## src/rtl/multimode_ring_counter.sv

```systemverilog
// multimode_ring_counter: WIDTH-bit shift counter that runs as a one-hot ring
// or as a Johnson (twisted-ring) counter, in either direction, with enable,
// parallel load and self-correction of illegal states. The wrap and err flags
// are registered one-cycle pulses aligned with the out value they describe.
module multimode_ring_counter #(
    parameter int unsigned WIDTH = 4
) (
    input  logic             clock,
    input  logic             reset,
    input  logic             enable,
    input  logic             mode,
    input  logic             dir,
    input  logic             load,
    input  logic [WIDTH-1:0] load_value,
    output logic [WIDTH-1:0] out,
    output logic             wrap,
    output logic             err
);

    localparam int unsigned TW = WIDTH - 1;

    logic [WIDTH-1:0] out_q, out_d;
    logic             wrap_q, wrap_d;
    logic             err_q, err_d;

    logic [WIDTH-1:0] start;
    logic [WIDTH-1:0] shifted;
    logic [TW-1:0]    trans;
    logic             ring_legal;
    logic             john_legal;
    logic             legal;

    // Start pattern, legality of the current state and the one-step shift.
    always_comb begin
        start      = mode ? '0 : WIDTH'(1);
        ring_legal = (out_q != '0) && ((out_q & (out_q - WIDTH'(1))) == '0);
        // Each set bit of trans marks a boundary between adjacent differing bits;
        // a Johnson code has at most one such boundary.
        trans      = out_q[WIDTH-1:1] ^ out_q[WIDTH-2:0];
        john_legal = ((trans & (trans - TW'(1))) == '0);
        legal      = mode ? john_legal : ring_legal;
        // The bit wrapping around is inverted only in Johnson mode.
        if (dir) begin
            shifted = {out_q[0] ^ mode, out_q[WIDTH-1:1]};
        end else begin
            shifted = {out_q[WIDTH-2:0], out_q[WIDTH-1] ^ mode};
        end
    end

    // Next-state selection: load beats enable; hold clears both flags.
    always_comb begin
        out_d  = out_q;
        wrap_d = 1'b0;
        err_d  = 1'b0;
        if (load) begin
            out_d = load_value;
        end else if (enable) begin
            if (legal) begin
                out_d  = shifted;
                wrap_d = (shifted == start);
            end else begin
                // Correction replaces the shift on this edge.
                out_d = start;
                err_d = 1'b1;
            end
        end
    end

    // State and flag registers with synchronous reset to the mode's start pattern.
    always_ff @(posedge clock) begin
        if (reset) begin
            out_q  <= start;
            wrap_q <= 1'b0;
            err_q  <= 1'b0;
        end else begin
            out_q  <= out_d;
            wrap_q <= wrap_d;
            err_q  <= err_d;
        end
    end

    assign out  = out_q;
    assign wrap = wrap_q;
    assign err  = err_q;

endmodule

```

## config.mk

```make
export PLATFORM = sky130hd
export DESIGN_NAME = multimode_ring_counter
export DESIGN_NICKNAME = d
export VERILOG_FILES = /design/src/rtl/multimode_ring_counter.sv
export SDC_FILE = /design/constraint.sdc
export NUM_CORES = 1
export LEC_CHECK = 0
export CELL_PAD_IN_SITES_DETAIL_PLACEMENT = 1
export CELL_PAD_IN_SITES_GLOBAL_PLACEMENT = 1
export CORE_MARGIN = 2
export CORE_UTILIZATION = 36
export CTS_BUF_LIST = sky130_fd_sc_hd__clkbuf_4
export DETAILED_ROUTE_END_ITERATION = 8
export HOLD_SLACK_MARGIN = 0.02
export PLACE_DENSITY_LB_ADDON = 0.1
export SLEW_MARGIN = 20
export SYNTH_ARGS = -nofsm -noshare
export SYNTH_HDL_FRONTEND = slang
export SYNTH_SLANG_ARGS = --single-unit
```

## constraint.sdc

```tcl
create_clock -name clock -period 3.8 [get_ports clock]
set_input_delay 0.76 -clock clock [delete_from_list [all_inputs] [get_ports clock]]
set_output_delay 0.76 -clock clock [all_outputs]
set_load 0.01 [all_outputs]
```

# Word level (Yosys, flattened, before mapping)
# Cells that the tools add are included.
[word_totals]
regBits = 6
input_bits = 10
[classes]
eq_ne = 1
addsub = 2
bitwise_logic = 7
n_reduce_logical = 7
muxes = 8
[ops]
columns = ["operator", "n"]
rows = [
  ["two-way mux 4 bit", 5],
  ["AND 4 bit", 1],
  ["== test 4 x 1 -> 1 bit", 1],
  ["zero test 4 bit", 1],
  ["nonzero test 4 bit", 1],
  ["OR reduction 4 bit", 1],
  ["subtractor 4 x 1 -> 4 bit (second input constant)", 1],
  ["AND 3 bit", 1],
  ["zero test 3 bit", 1],
  ["two-way mux 1 bit", 3],
  ["nonzero test 3 bit", 1],
  ["OR reduction 3 bit", 1],
  ["subtractor 3 x 1 -> 3 bit (second input constant)", 1],
  ["bitwise XOR 3 bit", 1],
  ["inverter 1 bit", 2],
  ["bitwise XOR 1 bit", 2],
  ["logical AND 1 bit", 1],
]

# Logic depth before layout (Yosys ltp)
# Gate-level depths: netlist of the first run.
[depth]
ltp_word = 9
ltp_mapped = 6
mapped_depth_nobuf = 6

# Worst setup path after synthesis of the first run
# Ideal clock, no wire load.
[synth_path]
path_type = "flip-flop to flip-flop"
startpoint = "register out_q[1], in the netlist out[1]"
endpoint = "register out_q[0], in the netlist out[0] (data pin)"
arrival_ns = 1.553
slack_ns = 1.985
t_required_ns = 3.537
path_stages_with_launch = 7
path_buffers = 0
cell_sequence = "edfxtp_1 > inv_1 > ha_1 > mux2_4 > a211oi_2 > o31a_1 > o21ai_0"
[synth_between]
elab_chain_cells = 9
word_cells_on_any_way = 15
[synth_lines]
columns = ["item", "line", "text"]
rows = [
  ["from (decl)", "22", "logic [WIDTH-1:0] out_q, out_d;"],
  ["from (signal assigned)", "72", "out_q <= start;"],
  ["from (signal assigned)", "76", "out_q <= out_d;"],
  ["subtractor 4 x 1 -> 4 bit or bitwise XOR 3 bit (tied branches)", "36, 39", ""],
  ["AND 4 bit or subtractor 3 x 1 -> 3 bit (tied branches)", "36, 40", ""],
  ["zero test 4 bit or AND 3 bit (tied branches)", "36, 40", ""],
  ["logical AND 1 bit or zero test 3 bit (tied branches)", "36, 40", ""],
  ["two-way mux 1 bit", "41", "legal = mode ? john_legal : ring_legal;"],
  ["two-way mux 4 bit *", "58", "if (legal) begin"],
  ["two-way mux 4 bit *", "57", "end else if (enable) begin"],
  ["two-way mux 4 bit *", "55", "if (load) begin"],
  ["two-way mux 4 bit *", "71", "if (reset) begin"],
]
# Every way passes the cells marked *; elsewhere a longest branch is shown, timed or not. The select of a mux whose other input is x is not followed.
# A chain may end at the register's enable or synchronous reset.

# Worst setup path after layout of the first run
[layout_path]
startpoint = "register out_q[3], in the netlist out[3]"
endpoint = "output port out[3]"
[layout_lines]
columns = ["item", "line", "text"]
rows = [
  ["to (decl)", "15", "output logic [WIDTH-1:0] out,"],
]
# No word-level cell between the ends.

==> results.txt, run 1 <==
The instance count of the mapped netlist came out at 52. The die extent in x is 40.8 um. The flow ran to the end, and the final reports show no timing, DRC or antenna violations. STA classifies the critical path startpoint as a flip-flop. For this design, the slowest cell found on the critical path is clkdlybuf4s50_1. The beginning of the worst register-to-register path is out[1]. The critical path is of the reg2out type. The first global-routing pass estimated 1650 um of wire. Summing internal, switching and leakage power gives 226 uW.

The area of the die came out at 0.00166 sq mm. Sequential elements use 32.9% of the synthesized area. The starting DRC count in detailed routing came out at 4. Setup repair after global routing left no endpoint under its margin. The worst hold path terminates at wrap.

The post-placement cell count came out at 80. The mapped netlist covers 487 sq um. The count of buffers from port buffering is 15. The total count of max-transition violations in the final report is 0.

The post-DP HPWL is 897 um. The min-delay analysis places its worst path in the category reg2reg. For this run, the share of the core covered by cells in the final layout is 52.1%. The clock passes through at most 2 buffers. The total CTS buffers is 3. The fraction of final layout cells sized beyond drive strength 1 came out at 11.8%. The hold violation count in the final report came out at 0. The slew at the pin closest to its max-slew limit came out at 0.347 ns. Post-CTS timing repair inserted 0 buffers for setup. Routability-driven placement finished with a final weighted congestion of 0.718. The detailed-route via count is 433.

Counting both buffers and inverters, the worst setup path holds a total of 1. The pin count of the biggest net entering global routing came out at 10. The number of setup violations in the final report is 0. The final layout net count came out at 85. The row count is 13. The highest net fanout along the worst path is 5. The achievable frequency came out at 492 MHz. The number of hold buffers added after CTS was 0. After filler insertion, the fill cell instance count of the layout stands at 153. The remaining routing DRC violations came out at 0. Grouping stages by cell kind, the critical path spends the most delay in buffers and inverters. In this run the power density over the cells is 337 mW/mm^2. In this run the most critical hold path is launched from out[3]. The worst register-to-register path ends at out[1]. The arrival time at the worst endpoint is 1.27 ns. The cell sitting at the root of the clock tree is a clkbuf_4. Dividing the final minimum period by the clock period gives 53.5%. The routed length on met3 is 55 um. The length in cells of the worst reg-to-reg path came out at 6. The post-layout instance count excluding filler cells is 83. In the final routing, the length of wire on met1 measures 480 um. The worst setup skew after layout is 0.00556 ns. The routed wire length is 1040 um. The number of global-route vias before repair came to 390. The starting density of the core came out at 37.9%. The clock latency on the worst-skew pair came out at 0.24 ns.

The number of gates resized after CTS was 0. The remaining max-slew budget at the tightest pin is 76.8%. The final total negative setup slack is 0 ns. The time the worst path needs with I/O delays and setup is 2.03 ns. The register clock-pin slew on the reported worst setup and hold paths came out at 0.05 ns. The average wire per standard cell came out at 12.5 um. The synthesized flop and latch total came out at 6. The total global routing track utilization came out at 15.1%.

The worst vdd rail ir drop is 0.165 mV. The Yosys step of the flow raised 0 warnings. Summed over all layers, the global routing overflow is 0. The largest stage delay on the critical path came out at 0.58 ns. The top routing layer in use is met3. By area the synthesized netlist is led by edfxtp_1, ha_1, dfxtp_1. The number of max-cap violations is 0. When the netlist entered floorplanning its net count stood at 67.

The number of clock sinks seen by CTS came out at 6. The post-route antenna net violation count is 0. The detailed-routing iteration count for the pre-antenna-repair pass came out at 2. The detailed route wirelength on metal2 is 502 um. The required time at the worst-slack endpoint came out at 3.04 ns. The unique cell type count in the Yosys netlist is 27.

The number of antenna violations at the first check in global routing came to 0. The number of cells traversed by the worst hold path is 3. The number of ports placed on the die boundary came out at 16.

In this run the number of H-tree levels came out at 1. After floorplanning, the core was sized to cover 0.00128 sq mm. The vertical die dimension is 40.8 um. The per-cell via count in the routed design came out at 5.22. TritonCTS built the clock tree. The antenna diode count came out at 0. The synthesized design spends more area on one cell type than any other, namely edfxtp_1. The post-synthesis to final-layout area growth came out at 37.5%. The critical path goes through clkdlybuf4s50_1. The mean post-synth cell area is 9.36 sq um. Setup slack on the worst reg-to-reg path comes out at 1.78 ns. STA classifies the critical path endpoint as an output port. The area share of the largest cell type after synthesis is 24.7%. The standby leakage power came out at 0.000263 uW.
==> where the power goes <==
part	switching (uW)	internal, uW
Sequential	8.85	77.1
Clock	21.2	35.6
Combinational	38.7	44.2
Total	68.8	157
==> synthesized netlist by cell type <==
| cell type | instances |
|---|---|
| a2111oi_2 | 1 |
| a211oi_2 | 1 |
| a21bo_2 | 1 |
| a21oi_1 | 3 |
| and3_1 | 1 |
| buf_2 | 1 |
| clkbuf_1 | 1 |
| dfxtp_1 | 2 |
| edfxtp_1 | 4 |
| ha_1 | 5 |
| inv_1 | 3 |
| inv_2 | 1 |
| maj3_1 | 1 |
| mux2_4 | 1 |
| mux2i_1 | 2 |
| nand2_1 | 5 |
| nand3_1 | 2 |
| nor2_1 | 3 |
| nor2b_1 | 2 |
| o2111ai_1 | 1 |
| o211ai_1 | 1 |
| o21ai_0 | 3 |
| o21ai_1 | 1 |
| o31a_1 | 1 |
| or3_1 | 2 |
| xnor2_1 | 2 |
| xor2_1 | 1 |
==> area by class of cell <==
cell class / count / area (sq um) / share of cell area [%]
inverter: 4 / 15.0 / 2.24
sequential: 6 / 160 / 23.9
multi-input combinational: 40 / 303 / 45.2
timing repair buffer: 15 / 150 / 22.4
clock buffer: 3 / 22.5 / 3.36
tap: 15 / 18.8 / 2.80
==> metrics by stage <==
step	hold slack [ns]	worst slack [ns]	instance area (sq um)
finish	0.745	1.77	669
CTS	0.753	1.74	669
global placement	0.739	1.47	647
global route	0.774	1.60	669
floorplan	0.718	1.98	487
detailed placement	0.743	1.52	647
==> flip-flops by register name, summed over array words and instances, names as in the netlist <==
register  flops
out           4
wrap          1
err           1
==> kinds of logic after synthesis <==
group | count (synthesis) | share of synthesized area (%)
AOI/OAI and AO/OA | 13 | 20.0
muxes | 3 | 7.20
and+or+nand+nor | 15 | 14.7
xor gates and xnor gates | 3 | 5.40
buffers and inverters | 6 | 4.88
adders and majority gates | 6 | 14.9
DFF | 6 | 32.9
==> routing by layer <==
| metal | global-route usage (%) | up-vias |
|---|---|---|
| li1 | - | 218 |
| met1 | 18.9 | 198 |
| met2 | 26.6 | 17 |
| met3 | 4.89 | 0 |
| met4 | 0 | 0 |
| met5 | 0 | - |
==> cells in the final DEF (no fill, tap or decap) <==
cell | synthesis | routed
dfxtp_1 | 2 | 2
mux2_4 | 1 | 1
nand3_1 | 2 | 2
xor2_1 | 1 | 1
o21ai_0 | 3 | 3
mux2i_1 | 2 | 2
a21bo_2 | 1 | 1
clkdlybuf4s50_1 | 0 | 15
o21ai_1 | 1 | 1
o31a_1 | 1 | 1
a2111oi_2 | 1 | 1
a21oi_1 | 3 | 3
and3_1 | 1 | 1
xnor2_1 | 2 | 2
o211ai_1 | 1 | 1
edfxtp_1 | 4 | 4
nor2_1 | 3 | 3
clkbuf_4 | 0 | 3
inv_1 | 3 | 3
nand2_1 | 5 | 5
o2111ai_1 | 1 | 1
inv_2 | 1 | 1
or3_1 | 2 | 2
nor2b_1 | 2 | 2
maj3_1 | 1 | 1
ha_1 | 5 | 5
a211oi_2 | 1 | 1
==> worst max-delay path by stage <==
stage,slack [ns],cells past startpoint,end,start
finish,1.77,1,out[3],out[3]
global route,1.60,6,out[1],out[1]
CTS,1.74,1,out[0],out[0]
detailed placement,1.52,4,wrap,dir
global placement,1.47,4,wrap,dir
floorplan,1.98,6,out[0],out[1]
No activity file was read; power rests on OpenSTA's default activity.
==> run 2: changes to the inputs <==
Settings changed: CORE_ASPECT_RATIO from default to 1.1, CORE_UTILIZATION 36 to 34.
Clock period 3.8 ns to 2 ns, I/O delays scaled along.
==> run 2 against run 1 <==
  * Count of clock-buffer cells in the layout increased by 1
  * Non-clock buffer count rose by 4
  * First-iteration DRC count fell by 75%
  * Worst hold slack got worse by 0.12 ns
  * Critical path type is now reg2reg
  * Critical path depth increased by 5
  * Clock skew is 0.0027 ns higher
  * Sequential power increased by 76%
  * Combinational power rose by 120%
  * Critical endpoint is now out[1]
  * Largest power group is now combinational cells
  * Worst setup slack worse by 1.6 ns
==> results.txt, run 2 (synthesized netlist as in run 1, its figures left out) <==
Status: finished, final reports clean (unchanged). The per-cell via count in the routed design is 5.06 (was 5.22). The number of buffers added for setup after CTS came out at 0 (unchanged). The final total negative setup slack came to 0 ns (unchanged). The number of setup violations in the final report is 0 (unchanged). The achievable frequency is 536 MHz.

The routed wire length is 1150 um (was 1040 um). The area occupied by multi-input gates came out at 303 sq um (unchanged). The class of the most critical hold timing path was reg2reg (unchanged).

The highest net fanout along the worst path came out at 4 (was 5). The slew at the pin closest to its max-slew limit came out at 0.363 ns (was 0.347 ns). The total CTS buffers came out at 3 (unchanged).

The worst vdd rail ir drop is 0.379 mV (was 0.165 mV). The arrival time at the worst endpoint is 1.96 ns (was 1.27 ns). The area of the die is 0.00175 sq mm (was 0.00166 sq mm).

The total count of max-transition violations in the final report came to 0 (unchanged). The final layout net count came to 89 (was 85). The TritonCTS clock tree was built (unchanged). The pin count of the biggest net entering global routing was 10 (unchanged). The flip-flop count of the largest register, all copies and words added is 4 (unchanged). The post-cts gate resize count is 0 (unchanged). The number of ports placed on the die boundary is 16 (unchanged).

The commonest non-fill, non-tap cell in the layout is clkdlybuf4s50_1 (unchanged). The post-synthesis to final-layout area growth was 45.5% (was 37.5%). The row count is 14 (was 13). The post-route antenna net violation count was 0 (unchanged). The hold violation count in the final report came out at 0 (unchanged). The average wire per standard cell is 12.9 um (was 12.5 um). The number of global-route vias before repair is 430 (was 390). The largest stage delay on the critical path is 0.39 ns (was 0.58 ns). The startpoint-to-endpoint class of the critical path is reg2reg (was reg2out). The register clock-pin slew on the reported worst setup and hold paths came out at 0.06 ns (was 0.05 ns).

The vertical die dimension came out at 43.7 um (was 40.8 um). The final RePlAce weighted congestion came out at 0.694 (was 0.718). The clock latency on the worst-skew pair was 0.26 ns (was 0.24 ns). The required time at the worst-slack endpoint came out at 2.10 ns (was 3.04 ns). Worst-path cell chain: inv_1 > ha_1 > mux2_4 > a211oi_2 > o211ai_1 > o21ai_0 (was clkdlybuf4s50_1). The post-DP HPWL is 933 um (was 897 um). The final total power came out at 480 uW (was 226 uW). The starting density of the core came to 36.1% (was 37.9%).

The routed design could run at a clock period as short as 1.87 ns. The detailed-route via count is 450 (was 433). The post-placement cell count is 85 (was 80). The hold buffer count at CTS is 0 (unchanged).

The count of fill cells added during filler insertion came to 163 (was 153). The combined flip-flop and latch cell area is 160 sq um (unchanged). The count of buffers from port buffering came out at 15 (unchanged).

RSZ-0062 raised after global routing: no (unchanged). The global route total overflow came out at 0 (unchanged). The launching element type of the critical path is a flip-flop (unchanged).

The share of the core filled with cells came to 52.5% (was 52.1%). The core area is 0.00135 sq mm (was 0.00128 sq mm). The antenna diode count is 0 (unchanged). The standby leakage power came out at 0.000288 uW (was 0.000263 uW). The starting DRC count in detailed routing came out at 1 (was 4). The remaining routing DRC violations is 0 (unchanged).

The remaining max-slew budget at the tightest pin came to 75.8% (was 76.8%). The post-layout instance count excluding filler cells came out at 89 (was 83). The critical path endpoint category is a flip-flop (was output port). The minimum hold slack is 0.625 ns (was 0.745 ns). The cell class contributing the biggest share of worst-path delay is compound AO/OA/AOI/OAI gates (was buffers and inverters). The fraction of final layout cells sized beyond drive strength 1 came out at 17.8% (was 11.8%). The die extent in x came out at 40.1 um (was 40.8 um). The buffer and inverter count on the worst path came out at 1 (unchanged).

The number of max-cap violations is 0 (unchanged). The worst setup skew after layout came to 0.00829 ns (was 0.00556 ns). The fraction of the cycle the final worst path needs came out at 93.3%.

The number of antenna violations at the first check in global routing came out at 0 (unchanged). The library cell used as clock root buffer is clkbuf_4 (unchanged). The number of H-tree levels was 1 (unchanged). The cell with the largest stage delay on the worst path is edfxtp_1 (was clkdlybuf4s50_1). The deepest clock path buffer count came out at 2 (unchanged). Leading cell types in the layout, fill and taps excluded: clkdlybuf4s50_1, nand2_1, ha_1 (unchanged). The wire length of the first global-routing pass came out at 1910 um (was 1650 um). The power per cell area came out at 677 mW/mm^2 (was 337 mW/mm^2).

The number of clock sinks seen by CTS is 6 (unchanged). The detailed-routing iteration count for the pre-antenna-repair pass is 2 (unchanged). The total global routing track utilization is 17.0% (was 15.1%).
==> run 2: layout make-up <==
cell class | count | share of cell area (%)
Clock buffer | 4 | 4.24
Inverter | 4 | 2.12
Multi-Input combinational cell | 40 | 42.8
Sequential cell | 6 | 22.6
Tap cell | 16 | 2.83
Timing Repair Buffer | 19 | 25.4
==> run 2: per-layer routing <==
layer  vias to the layer above  wire length (um)  share of wire, %  global-route usage [%]
met3                         4                42               3.7                    1.54
met2                        14               537                47                    25.5
met4                         0                40               3.5                    14.5
li1                        230                 -                 -                       -
met5                         -                 0                 0                       0
met1                       202               529                46                    21.0
==> run 2: final timing paths <==
kind | startpoint | to | slack (ns) | depth (start not counted)
worst min-delay path | out[3] | wrap | 0.63 | 3
worst max register to register | out[1] | out[1] | 0.13 | 6
worst min register to register | out[3] | wrap | 0.63 | 3
worst max-delay path | out[1] | out[1] | 0.13 | 6
==> run 2: worst reg2reg max path: stages, from the launching register on <==
cell and delay (ns):
edfxtp_1 0.39, inv_1 0.12, ha_1 0.18, mux2_4 0.30, a211oi_2 0.36, o211ai_1 0.18
o21ai_0 0.18
==> run 2: report_power, final <==
part	switching, uW	internal [uW]	leakage, uW
clock network	54.3	89.8	0.0000184
logic	88.4	96.1	0.000209
registers	5.49	146	0.0000608
==> run 2: metrics by stage <==
step	cell area [sq um]	setup WS, ns
6_report	708	0.135
5_1_grt	708	0.00907
4_1_cts	708	0.125
3_5_place_dp	678	0.0482
2_1_floorplan	487	0.185
3_3_place_gp	678	0.0554
==> run 3: changes to the inputs <==
Settings changed: RECOVER_POWER from default to 25.
==> run 3 against run 2 <==
  * Clock power about the same
  * Sequential share of layout area unchanged
  * Register-to-register slack about the same
  * Worst setup slack unchanged
  * Largest cell class unchanged
  * Largest power group unchanged
==> results.txt, run 3 (synthesized netlist as in run 1, its figures left out) <==
The library cell used as clock root buffer is clkbuf_4 (unchanged). RSZ-0062 raised after global routing: no (unchanged). The post-DP HPWL came to 933 um (unchanged). The post-layout instance count excluding filler cells is 89 (unchanged). The core area came out at 0.00135 sq mm (unchanged). The number of clock sinks seen by CTS is 6 (unchanged). The critical path endpoint category is a flip-flop (unchanged).

The total count of max-transition violations in the final report was 0 (unchanged). The detailed-route via count came out at 450 (unchanged). The row count came out at 14 (unchanged). The time the worst path needs with I/O delays and setup is 1.87 ns (unchanged).

The final total power is 479 uW (was 480 uW). The final total negative setup slack came out at 0 ns (unchanged). The largest stage delay on the critical path is 0.39 ns (about the same). The deepest clock path buffer count was 2 (unchanged).

The class of the most critical hold timing path is reg2reg (unchanged). The worst vdd rail ir drop is 0.379 mV (about the same). The post-route antenna net violation count is 0 (unchanged). The number of H-tree levels came out at 1 (unchanged).

The cell with the largest stage delay on the worst path is edfxtp_1 (unchanged). The number of antenna violations at the first check in global routing was 0 (unchanged). The starting density of the core is 36.1% (unchanged).

The post-synthesis to final-layout area growth was 45.5% (unchanged). The count of buffers from port buffering came out at 15 (unchanged). The hold violation count in the final report came to 0 (unchanged). The detailed-routing iteration count for the pre-antenna-repair pass is 2 (unchanged).

The routed wire length is 1150 um (unchanged). The number of ports placed on the die boundary was 16 (unchanged). The final layout net count came to 89 (unchanged). The global route total overflow is 0 (unchanged). The number of setup violations in the final report came out at 0 (unchanged). The launching element type of the critical path is a flip-flop (unchanged). The number of buffers added for setup after CTS is 0 (unchanged). The standby leakage power came out at 0.000288 uW (about the same).

The achievable frequency came out at 536 MHz (unchanged). The startpoint-to-endpoint class of the critical path is reg2reg (unchanged). The register clock-pin slew on the reported worst setup and hold paths is 0.06 ns (about the same). The remaining max-slew budget at the tightest pin was 75.8% (unchanged). The wire length of the first global-routing pass came out at 1910 um (unchanged). The cell class contributing the biggest share of worst-path delay is compound AO/OA/AOI/OAI gates (unchanged). The power per cell area is 677 mW/mm^2 (about the same). The clock latency on the worst-skew pair is 0.26 ns (about the same). The buffer and inverter count on the worst path was 1 (unchanged). The area of the die is 0.00175 sq mm (unchanged). The average wire per standard cell came out at 12.9 um (unchanged). Leading cell types in the layout, fill and taps excluded: clkdlybuf4s50_1, nand2_1, ha_1 (unchanged). The pin count of the biggest net entering global routing came to 10 (unchanged). The hold buffer count at CTS is 0 (unchanged). The vertical die dimension came out at 43.7 um (unchanged). The remaining routing DRC violations was 0 (unchanged).

The required time at the worst-slack endpoint came out at 2.10 ns (about the same). The TritonCTS clock tree is built (unchanged). The total CTS buffers is 3 (unchanged). The final RePlAce weighted congestion is 0.694 (unchanged). The number of global-route vias before repair is 430 (unchanged). The total global routing track utilization is 17.0% (unchanged). The commonest non-fill, non-tap cell in the layout is clkdlybuf4s50_1 (unchanged).

The per-cell via count in the routed design is 5.06 (unchanged). The fraction of final layout cells sized beyond drive strength 1 is 17.8% (unchanged). The fraction of the cycle the final worst path needs is 93.3% (unchanged). The antenna diode count is 0 (unchanged).

The minimum hold slack came out at 0.625 ns (unchanged). The post-placement cell count came out at 85 (unchanged). Worst-path cell chain: inv_1 > ha_1 > mux2_4 > a211oi_2 > o211ai_1 > o21ai_0 (unchanged). The post-cts gate resize count is 0 (unchanged). The highest net fanout along the worst path was 4 (unchanged).

The arrival time at the worst endpoint is 1.96 ns (about the same). The flip-flop count of the largest register, all copies and words added came out at 4 (unchanged). The die extent in x came out at 40.1 um (unchanged). Status: finished, final reports clean (unchanged).

The slew at the pin closest to its max-slew limit was 0.363 ns (unchanged). The starting DRC count in detailed routing came out at 1 (unchanged). The number of max-cap violations is 0 (unchanged). The worst setup skew after layout is 0.00829 ns (unchanged).
==> run 3: path summary, 6_finish.rpt <==
path                             start  endpoint  slack [ns]  depth (start not counted)
worst max-delay path            out[1]    out[1]        0.13                          6
worst min register to register  out[3]      wrap        0.63                          3
worst min-delay path            out[3]      wrap        0.63                          3
worst max register to register  out[1]    out[1]        0.13                          6
==> run 3: per-stage QoR <==
| stage | utilization [%] | worst slack [ns] | cell area [sq um] |
|---|---|---|---|
| after global placement | 50.3 | 0.0554 | 678 |
| after floorplan | - | 0.185 | 487 |
| final | 52.5 | 0.135 | 708 |
| after global routing | 52.5 | 0.00907 | 708 |
| after detailed placement | 50.3 | 0.0482 | 678 |
| after CTS | 52.5 | 0.125 | 708 |
==> run 3: power breakdown <==
part | internal (uW) | leakage (uW) | switching (uW)
combinational | 95.7 | 0.000209 | 88.4
clock | 89.8 | 0.0000184 | 54.3
sequential | 146 | 0.0000608 | 5.49
==> run 3: worst register-to-register path, stage by stage, from the launching register on <==
cell and delay (ns):
edfxtp_1 0.39, inv_1 0.12, ha_1 0.18, mux2_4 0.30, a211oi_2 0.36, o211ai_1 0.18
o21ai_0 0.18
==> run 3: layer usage <==
layer  GRT usage, %  wire length, um  vias up
met5              0                0        -
met4           14.5               40        0
met3           1.54               42        4
met2           25.5              537       14
met1           21.0              529      202
li1               -                -      230
==> run 3: area by class of cell <==
class | count | area (sq um)
Tap cell | 16 | 20.0
Multi-Input combinational cell | 40 | 303
Clock buffer | 4 | 30.0
Timing Repair Buffer | 19 | 180
Inverter | 4 | 15.0
Sequential cell | 6 | 160
Fill cell | 163 | 641
